--- src/rtl/cpu_pkg.sv ---
// Shared types and constants for the cpu_ctrl sequencer: opcodes, FSM states,
// instruction field positions and the ALU operation codes.
package cpu_pkg;

  localparam int OP_MSB  = 15;
  localparam int OP_LSB  = 12;
  localparam int RD_MSB  = 11;
  localparam int RD_LSB  = 8;
  localparam int RS1_MSB = 7;
  localparam int RS1_LSB = 4;
  localparam int RS2_MSB = 3;
  localparam int RS2_LSB = 0;
  localparam int IMM_MSB = 7;
  localparam int IMM_LSB = 0;

  typedef enum logic [3:0] {
    OP_NOP  = 4'h0,
    OP_ADD  = 4'h1,
    OP_SUB  = 4'h2,
    OP_AND  = 4'h3,
    OP_OR   = 4'h4,
    OP_XOR  = 4'h5,
    OP_LDI  = 4'h6,
    OP_MOV  = 4'h7,
    OP_JMP  = 4'h8,
    OP_BEQZ = 4'h9,
    OP_HALT = 4'hF
  } op_t;

  typedef enum logic [2:0] {
    ST_FETCH     = 3'd0,
    ST_DECODE    = 3'd1,
    ST_EXECUTE   = 3'd2,
    ST_WRITEBACK = 3'd3,
    ST_HALT      = 3'd4
  } state_t;

  // ALU codes; the ALU decodes these same values
  localparam logic [2:0] ALU_ADD   = 3'd0;
  localparam logic [2:0] ALU_SUB   = 3'd1;
  localparam logic [2:0] ALU_AND   = 3'd2;
  localparam logic [2:0] ALU_OR    = 3'd3;
  localparam logic [2:0] ALU_XOR   = 3'd4;
  localparam logic [2:0] ALU_PASSA = 3'd5;

endpackage

--- src/rtl/cpu_decode.sv ---
// Combinational instruction decoder: splits the IR into register/immediate
// fields and classifies the opcode for the control FSM.
module cpu_decode
  import cpu_pkg::*;
(
  input  logic [15:0] ir_i,
  output logic [3:0]  rd_o,
  output logic [3:0]  rs1_o,
  output logic [3:0]  rs2_o,
  output logic [7:0]  imm_o,
  output logic [2:0]  alu_op_o,
  output logic        wb_sel_o,
  output logic        writes_reg_o,
  output logic        is_jmp_o,
  output logic        is_beqz_o,
  output logic        is_halt_o,
  output logic        is_illegal_o
);

  assign rd_o  = ir_i[RD_MSB:RD_LSB];
  assign rs1_o = ir_i[RS1_MSB:RS1_LSB];
  assign rs2_o = ir_i[RS2_MSB:RS2_LSB];
  assign imm_o = ir_i[IMM_MSB:IMM_LSB];

  always_comb begin
    alu_op_o     = ALU_ADD;
    wb_sel_o     = 1'b0;
    writes_reg_o = 1'b0;
    is_jmp_o     = 1'b0;
    is_beqz_o    = 1'b0;
    is_halt_o    = 1'b0;
    is_illegal_o = 1'b0;
    case (op_t'(ir_i[OP_MSB:OP_LSB]))
      OP_NOP:  ;
      OP_ADD:  begin writes_reg_o = 1'b1; alu_op_o = ALU_ADD;   end
      OP_SUB:  begin writes_reg_o = 1'b1; alu_op_o = ALU_SUB;   end
      OP_AND:  begin writes_reg_o = 1'b1; alu_op_o = ALU_AND;   end
      OP_OR:   begin writes_reg_o = 1'b1; alu_op_o = ALU_OR;    end
      OP_XOR:  begin writes_reg_o = 1'b1; alu_op_o = ALU_XOR;   end
      OP_LDI:  begin writes_reg_o = 1'b1; wb_sel_o = 1'b1;      end
      OP_MOV:  begin writes_reg_o = 1'b1; alu_op_o = ALU_PASSA; end
      OP_JMP:  is_jmp_o  = 1'b1;
      OP_BEQZ: is_beqz_o = 1'b1;
      OP_HALT: is_halt_o = 1'b1;
      default: is_illegal_o = 1'b1;
    endcase
  end

endmodule

--- src/rtl/cpu_ctrl.sv ---
// Multi-cycle control sequencer: fetches 16-bit instructions, drives the
// register-file / ALU controls and maintains the program counter.
//
//   state        | meaning
//   -------------+--------------------------------------------------------
//   ST_FETCH     | instr_req high, wait for instr_valid, capture IR
//   ST_DECODE    | register addresses driven from IR, read data settles
//   ST_EXECUTE   | resolve branch/jump/halt, or move on to write-back
//   ST_WRITEBACK | one-cycle register-file write strobe, PC+1
//   ST_HALT      | terminal until RST
module cpu_ctrl
  import cpu_pkg::*;
#(
  parameter int PC_W    = 8,
  parameter int INSTR_W = 16
) (
  input  logic               CLK,
  input  logic               RST,
  output logic               instr_req,
  output logic [PC_W-1:0]    instr_addr,
  input  logic               instr_valid,
  input  logic [INSTR_W-1:0] instr_data,
  output logic [3:0]         RA1,
  output logic [3:0]         RA2,
  output logic [3:0]         WA,
  output logic               write_enable,
  output logic [2:0]         alu_op,
  output logic               wb_sel,
  output logic [7:0]         imm,
  input  logic [7:0]         RD1,
  output logic               halted,
  output logic               illegal
);

  state_t             state_q, state_d;
  logic [PC_W-1:0]    pc_q, pc_d;
  logic [INSTR_W-1:0] ir_q, ir_d;
  logic               halted_q, halted_d;
  logic               illegal_q, illegal_d;

  logic [3:0] dec_rd, dec_rs1, dec_rs2;
  logic [7:0] dec_imm;
  logic [2:0] dec_alu_op;
  logic       dec_wb_sel, dec_writes_reg, dec_is_jmp, dec_is_beqz;
  logic       dec_is_halt, dec_is_illegal;

  cpu_decode u_decode (
    .ir_i         (ir_q),
    .rd_o         (dec_rd),
    .rs1_o        (dec_rs1),
    .rs2_o        (dec_rs2),
    .imm_o        (dec_imm),
    .alu_op_o     (dec_alu_op),
    .wb_sel_o     (dec_wb_sel),
    .writes_reg_o (dec_writes_reg),
    .is_jmp_o     (dec_is_jmp),
    .is_beqz_o    (dec_is_beqz),
    .is_halt_o    (dec_is_halt),
    .is_illegal_o (dec_is_illegal)
  );

  always_ff @(posedge CLK) begin
    if (RST) begin
      state_q   <= ST_FETCH;
      pc_q      <= '0;
      ir_q      <= '0;
      halted_q  <= 1'b0;
      illegal_q <= 1'b0;
    end else begin
      state_q   <= state_d;
      pc_q      <= pc_d;
      ir_q      <= ir_d;
      halted_q  <= halted_d;
      illegal_q <= illegal_d;
    end
  end

  always_comb begin
    state_d      = state_q;
    pc_d         = pc_q;
    ir_d         = ir_q;
    halted_d     = halted_q;
    illegal_d    = illegal_q;
    instr_req    = 1'b0;
    write_enable = 1'b0;
    case (state_q)
      ST_FETCH: begin
        instr_req = 1'b1;
        if (instr_valid) begin
          ir_d    = instr_data;
          state_d = ST_DECODE;
        end
      end
      ST_DECODE: state_d = ST_EXECUTE;
      ST_EXECUTE: begin
        illegal_d = illegal_q | dec_is_illegal;
        if (dec_is_halt) begin
          halted_d = 1'b1;
          state_d  = ST_HALT;
        end else if (dec_writes_reg) begin
          state_d = ST_WRITEBACK;
        end else if (dec_is_jmp || (dec_is_beqz && (RD1 == 8'h00))) begin
          pc_d    = PC_W'(dec_imm);
          state_d = ST_FETCH;
        end else begin
          pc_d    = pc_q + PC_W'(1);
          state_d = ST_FETCH;
        end
      end
      ST_WRITEBACK: begin
        write_enable = 1'b1;
        pc_d         = pc_q + PC_W'(1);
        state_d      = ST_FETCH;
      end
      ST_HALT: state_d = ST_HALT;
      default: state_d = ST_FETCH;
    endcase
  end

  // BEQZ tests the register named in the rd field, so it reads it on port 1
  assign RA1        = dec_is_beqz ? dec_rd : dec_rs1;
  assign RA2        = dec_rs2;
  assign WA         = dec_rd;
  assign alu_op     = dec_alu_op;
  assign wb_sel     = dec_wb_sel;
  assign imm        = dec_imm;
  assign instr_addr = pc_q;
  assign halted     = halted_q;
  assign illegal    = illegal_q;

endmodule

--- config.mk ---
export PLATFORM = sky130hd
export DESIGN_NAME = cpu_ctrl
export DESIGN_NICKNAME = d
export VERILOG_FILES = /design/src/rtl/cpu_pkg.sv /design/src/rtl/cpu_decode.sv /design/src/rtl/cpu_ctrl.sv
export SDC_FILE = /design/constraint.sdc
export NUM_CORES = 1
export LEC_CHECK = 0
export ABC_CLOCK_PERIOD_IN_PS = 1650
export CORE_UTILIZATION = 41
export DETAILED_ROUTE_END_ITERATION = 8
export PLACE_DENSITY = 0.83
export SYNTH_ARGS = -nofsm -noshare
export SYNTH_HDL_FRONTEND = slang
export SYNTH_SLANG_ARGS = --single-unit
--- constraint.sdc ---
create_clock -name CLK -period 1.65 [get_ports CLK]
set_input_delay 0.33 -clock CLK [delete_from_list [all_inputs] [get_ports CLK]]
set_output_delay 0.33 -clock CLK [all_outputs]
set_load 0.05 [all_outputs]
==> impl_metrics.csv <==
group,metric,value,unit
hold_path,hold_path_class,"flop to flop",
logic_synthesis,synth_nets,257,
clocking,clock_sinks,29,
clocking,cts_tree,"yes",
setup_path,cp.required,1.32,ns
routing,wire_per_inst,14.2,µm
grt,antenna_found_initial,0,
routing,ant_nets,0,
logic_synthesis,ys_ff_latch,29,
sta,tightest_slew,0.331,ns
sta,period_minus_slack,1.76,ns
placement,io_buffers,62,
clocking,cts_inserted_buffers,5,
sta,setup_viol,4,
grt,grt_pass1_vias,1657,
sta,relSlewSlack,77.9,%
die,start_util,43.9,%
clocking,htreeDepth,2,
sta,drv_slew,0,
sta,finalCritPeriodShare,106,%
setup_path,start_kind,"flop",
setup_path,path_cells,"nor2_4 > and3_4 > mux2_4 > buf_6",
power_and_ir_drop,comb_power_share,33.1,%
placement,dp_worst_setup_slack,-0.455,ns
sta,fin_tns_setup,-0.413,ns
logic_synthesis,yosys_warnings,0,
power_and_ir_drop,intPower,1.37,mW
logic_synthesis,ys_async_sr_fraction,0,%
power_and_ir_drop,p_sw,0.685,mW
flow_run,max_cap_violations,0,
sta,rsz0062_at_grt,"true",
logic_synthesis,synth_area_per_cell,7.90,µm²
logic_synthesis,synth_ff_type,"dfxtp_1",
sta,final_hold_viol_count,0,
setup_path,end_kind,"output pin",
die,core.rowCount,23,
layout,nNetsFinal,317,
die,die_w,68.4,µm
placement,gp_congestion,0.861,
routing,firstDrtPassIters,4,
routing,drtIter0Drc,154,
logic_synthesis,synth.distinct_cells,48,
run_status,violations,"negative setup slack",
setup_path,critPathKind,"flop to output pin",
clocking,insertion_delay,0.28,ns
logic_synthesis,synth-seq-area-share,32.1,%
sta,setup_ws,-0.105,ns
grt,gr-total-overflow,0,
sta,fin_worst_skew,0.00724,ns
layout,final_area,2760,µm²
layout,diodes,0,
run_status,status,"finished, violations left",
setup_path,slowest_delay,0.33,ns
power_and_ir_drop,clkPwrFrac,28.5,%
power_and_ir_drop,p_seq_share,38.4,%
sta,fmax,0.570,GHz
layout,syn_to_final_growth,52.4,%
routing,viasPerCell,5.47,
die,core_area,4120,µm²
grt,grt_pass1_wl,7.87,mm
power_and_ir_drop,p_per_area,746,nW/µm²
setup_path,critPathSlowestCell,"dfxtp_2",
clocking,cts-root-buf,"clkbuf_8",
logic_synthesis,synthCells,229,
die,ios,63,
die,die_h,68.4,µm
layout,drive_above_1_share,36.0,%
power_and_ir_drop,p_leak,1.09,nW
routing,route.detailed.drc,0,
grt,grt_max_degree,17,
routing,vias,1853,
power_and_ir_drop,ir_drop,0.626,mV
logic_synthesis,synth_edf_count,0,
logic_synthesis,syn_area,1810,µm²
die,dieArea,4680,µm²
setup_path,cp_max_fo,4,
routing,drt-total-wl,4.82,mm
power_and_ir_drop,swShare,33.3,%
placement,dp_hpwl,3.41,mm
setup_path,critical_path_arrival,1.43,ns
clocking,clockBufferDepth,2,
grt,grtUsageTotal,22.6,%
placement,placed_cell_area,2530,µm²
clocking,clk_pin_slew,0.06,ns
-- what timing repair did --
item | in CTS | in global routing
setup endpoints to repair | 15 | 12
resized for setup | 27 | 8
buffers inserted | 1 | 0
hold buffers | 0 | 0
gates cloned | 2 | 1
pin swaps | 8 | 6
-- cells by family (layout without fill, tap and decap cells) --
family / count (synthesis) / after routing / share of synthesized area [%]
flip-flops: 29 / 29 / 32.1
XOR/XNOR: 1 / 1 / 0.485
multiplexers: 4 / 4 / 2.49
adder cells (fa/ha/maj): 1 / 1 / 0.692
AO/OA/AOI/OAI: 46 / 47 / 17.7
buffers and inverters: 37 / 96 / 13.4
AND/OR/NAND/NOR: 111 / 111 / 33.1
-- final timing paths --
path / slack (ns) / from / end / depth (start not counted)
min: 0.47 / ir_q[11] / ir_q[11] / 2
min reg2reg: 0.47 / ir_q[11] / ir_q[11] / 2
max: -0.11 / ir_q[14] / RA1[3] / 4
max reg2reg: 0.11 / ir_q[12] / instr_addr[3] / 6
-- synthesized netlist by cell type (2+ instances only) --
cell / number / area share [%]
nand2_1: 40 / 8.3
dfxtp_1: 29 / 32
a21oi_1: 21 / 5.8
buf_4: 17 / 7.1
nand4_1: 12 / 4.2
nand3_1: 10 / 2.8
nor2_1: 9 / 1.9
nor2b_1: 7 / 2.4
buf_2: 6 / 1.7
clkbuf_1: 6 / 1.2
nor3_1: 6 / 1.7
o21ai_0: 6 / 1.7
nor3b_1: 5 / 2.1
mux2_2: 4 / 2.5
o2111ai_1: 4 / 1.9
a31oi_1: 3 / 1.0
buf_6: 3 / 1.9
inv_1: 3 / 0.62
o211ai_1: 3 / 1.2
and2b_2: 2 / 0.97
and3_1: 2 / 0.69
nand3b_1: 2 / 0.83
nand4b_1: 2 / 0.97
nor4_1: 2 / 0.69
or4_4: 2 / 1.2
-- per-layer routing --
layer | track usage, % | part of all wire (%)
met4 | 7.55 | 1.2
met1 | 28.8 | 42
met2 | 35.9 | 49
met3 | 7.00 | 7.4
met5 | 0 | 0
-- power by group through the flow --
stage               logic (mW)  registers [mW]  clock network, mW
finish                   0.681           0.790              0.585
global placement         0.632           0.800                  0
floorplan                0.394           0.816                  0
CTS                      0.669           0.790              0.597
global route             0.726           0.796              0.639
detailed placement       0.639           0.803                  0
-- flip-flops by register name, indices dropped and copies added (netlist names) --
| register | cells |
|---|---|
| halted | 1 |
| instr_addr | 8 |
| illegal | 1 |
| ir_q | 16 |
| state_q | 3 |
-- critical path: cells and delay by family, from the launching register on --
family                 cells  cell delay, ns
buffers and inverters      1            0.15
DFF                        1            0.33
and+or+nand+nor            2            0.35
muxes                      1            0.31
-- through the flow --
| step | utilization, % | power [mW] | hold WS [ns] | cells |
|---|---|---|---|---|
| 2_1_floorplan | - | 1.21 | 0.449 | 229 |
| 3_3_place_gp | 61.6 | 1.43 | 0.459 | 328 |
| 3_5_place_dp | 61.6 | 1.44 | 0.463 | 328 |
| 4_1_cts | 66.1 | 2.06 | 0.473 | 338 |
| 5_1_grt | 67.0 | 2.16 | 0.506 | 339 |
| 6_report | 67.0 | 2.06 | 0.469 | 339 |
-- final cells by class --
class | instances | area, µm²
Inverter | 3 | 11.3
Sequential cell | 29 | 586
Tap cell | 50 | 62.6
Clock buffer | 7 | 86.3
Multi-Input combinational cell | 164 | 1100
Timing Repair Buffer | 86 | 906
Fill cell | 350 | 1360
-- cell usage in the layout (no fill, tap or decap), types with 2 or more instances in the layout --
master,count
or4_4,2
nor2_4,2
o2111ai_2,2
nand4_1,12
clkdlybuf4s15_1,2
dlygate4sd2_1,6
nor2_2,2
o2111ai_1,2
nor2_1,6
clkdlybuf4s50_1,18
a21oi_2,2
nor3_1,4
a31oi_1,3
a21oi_1,19
clkbuf_8,6
nand2_1,40
mux2_4,4
nand3_1,10
o211ai_1,3
o21ai_0,5
dfxtp_1,25
nand4b_1,2
dfxtp_2,4
nor3b_1,4
buf_4,40
nor4_1,2
buf_12,13
nand3b_1,2
nor3_2,3
buf_6,4
inv_1,3
and2b_2,2
nor2b_1,7
Note: power is estimated with default switching activity, not from simulation.
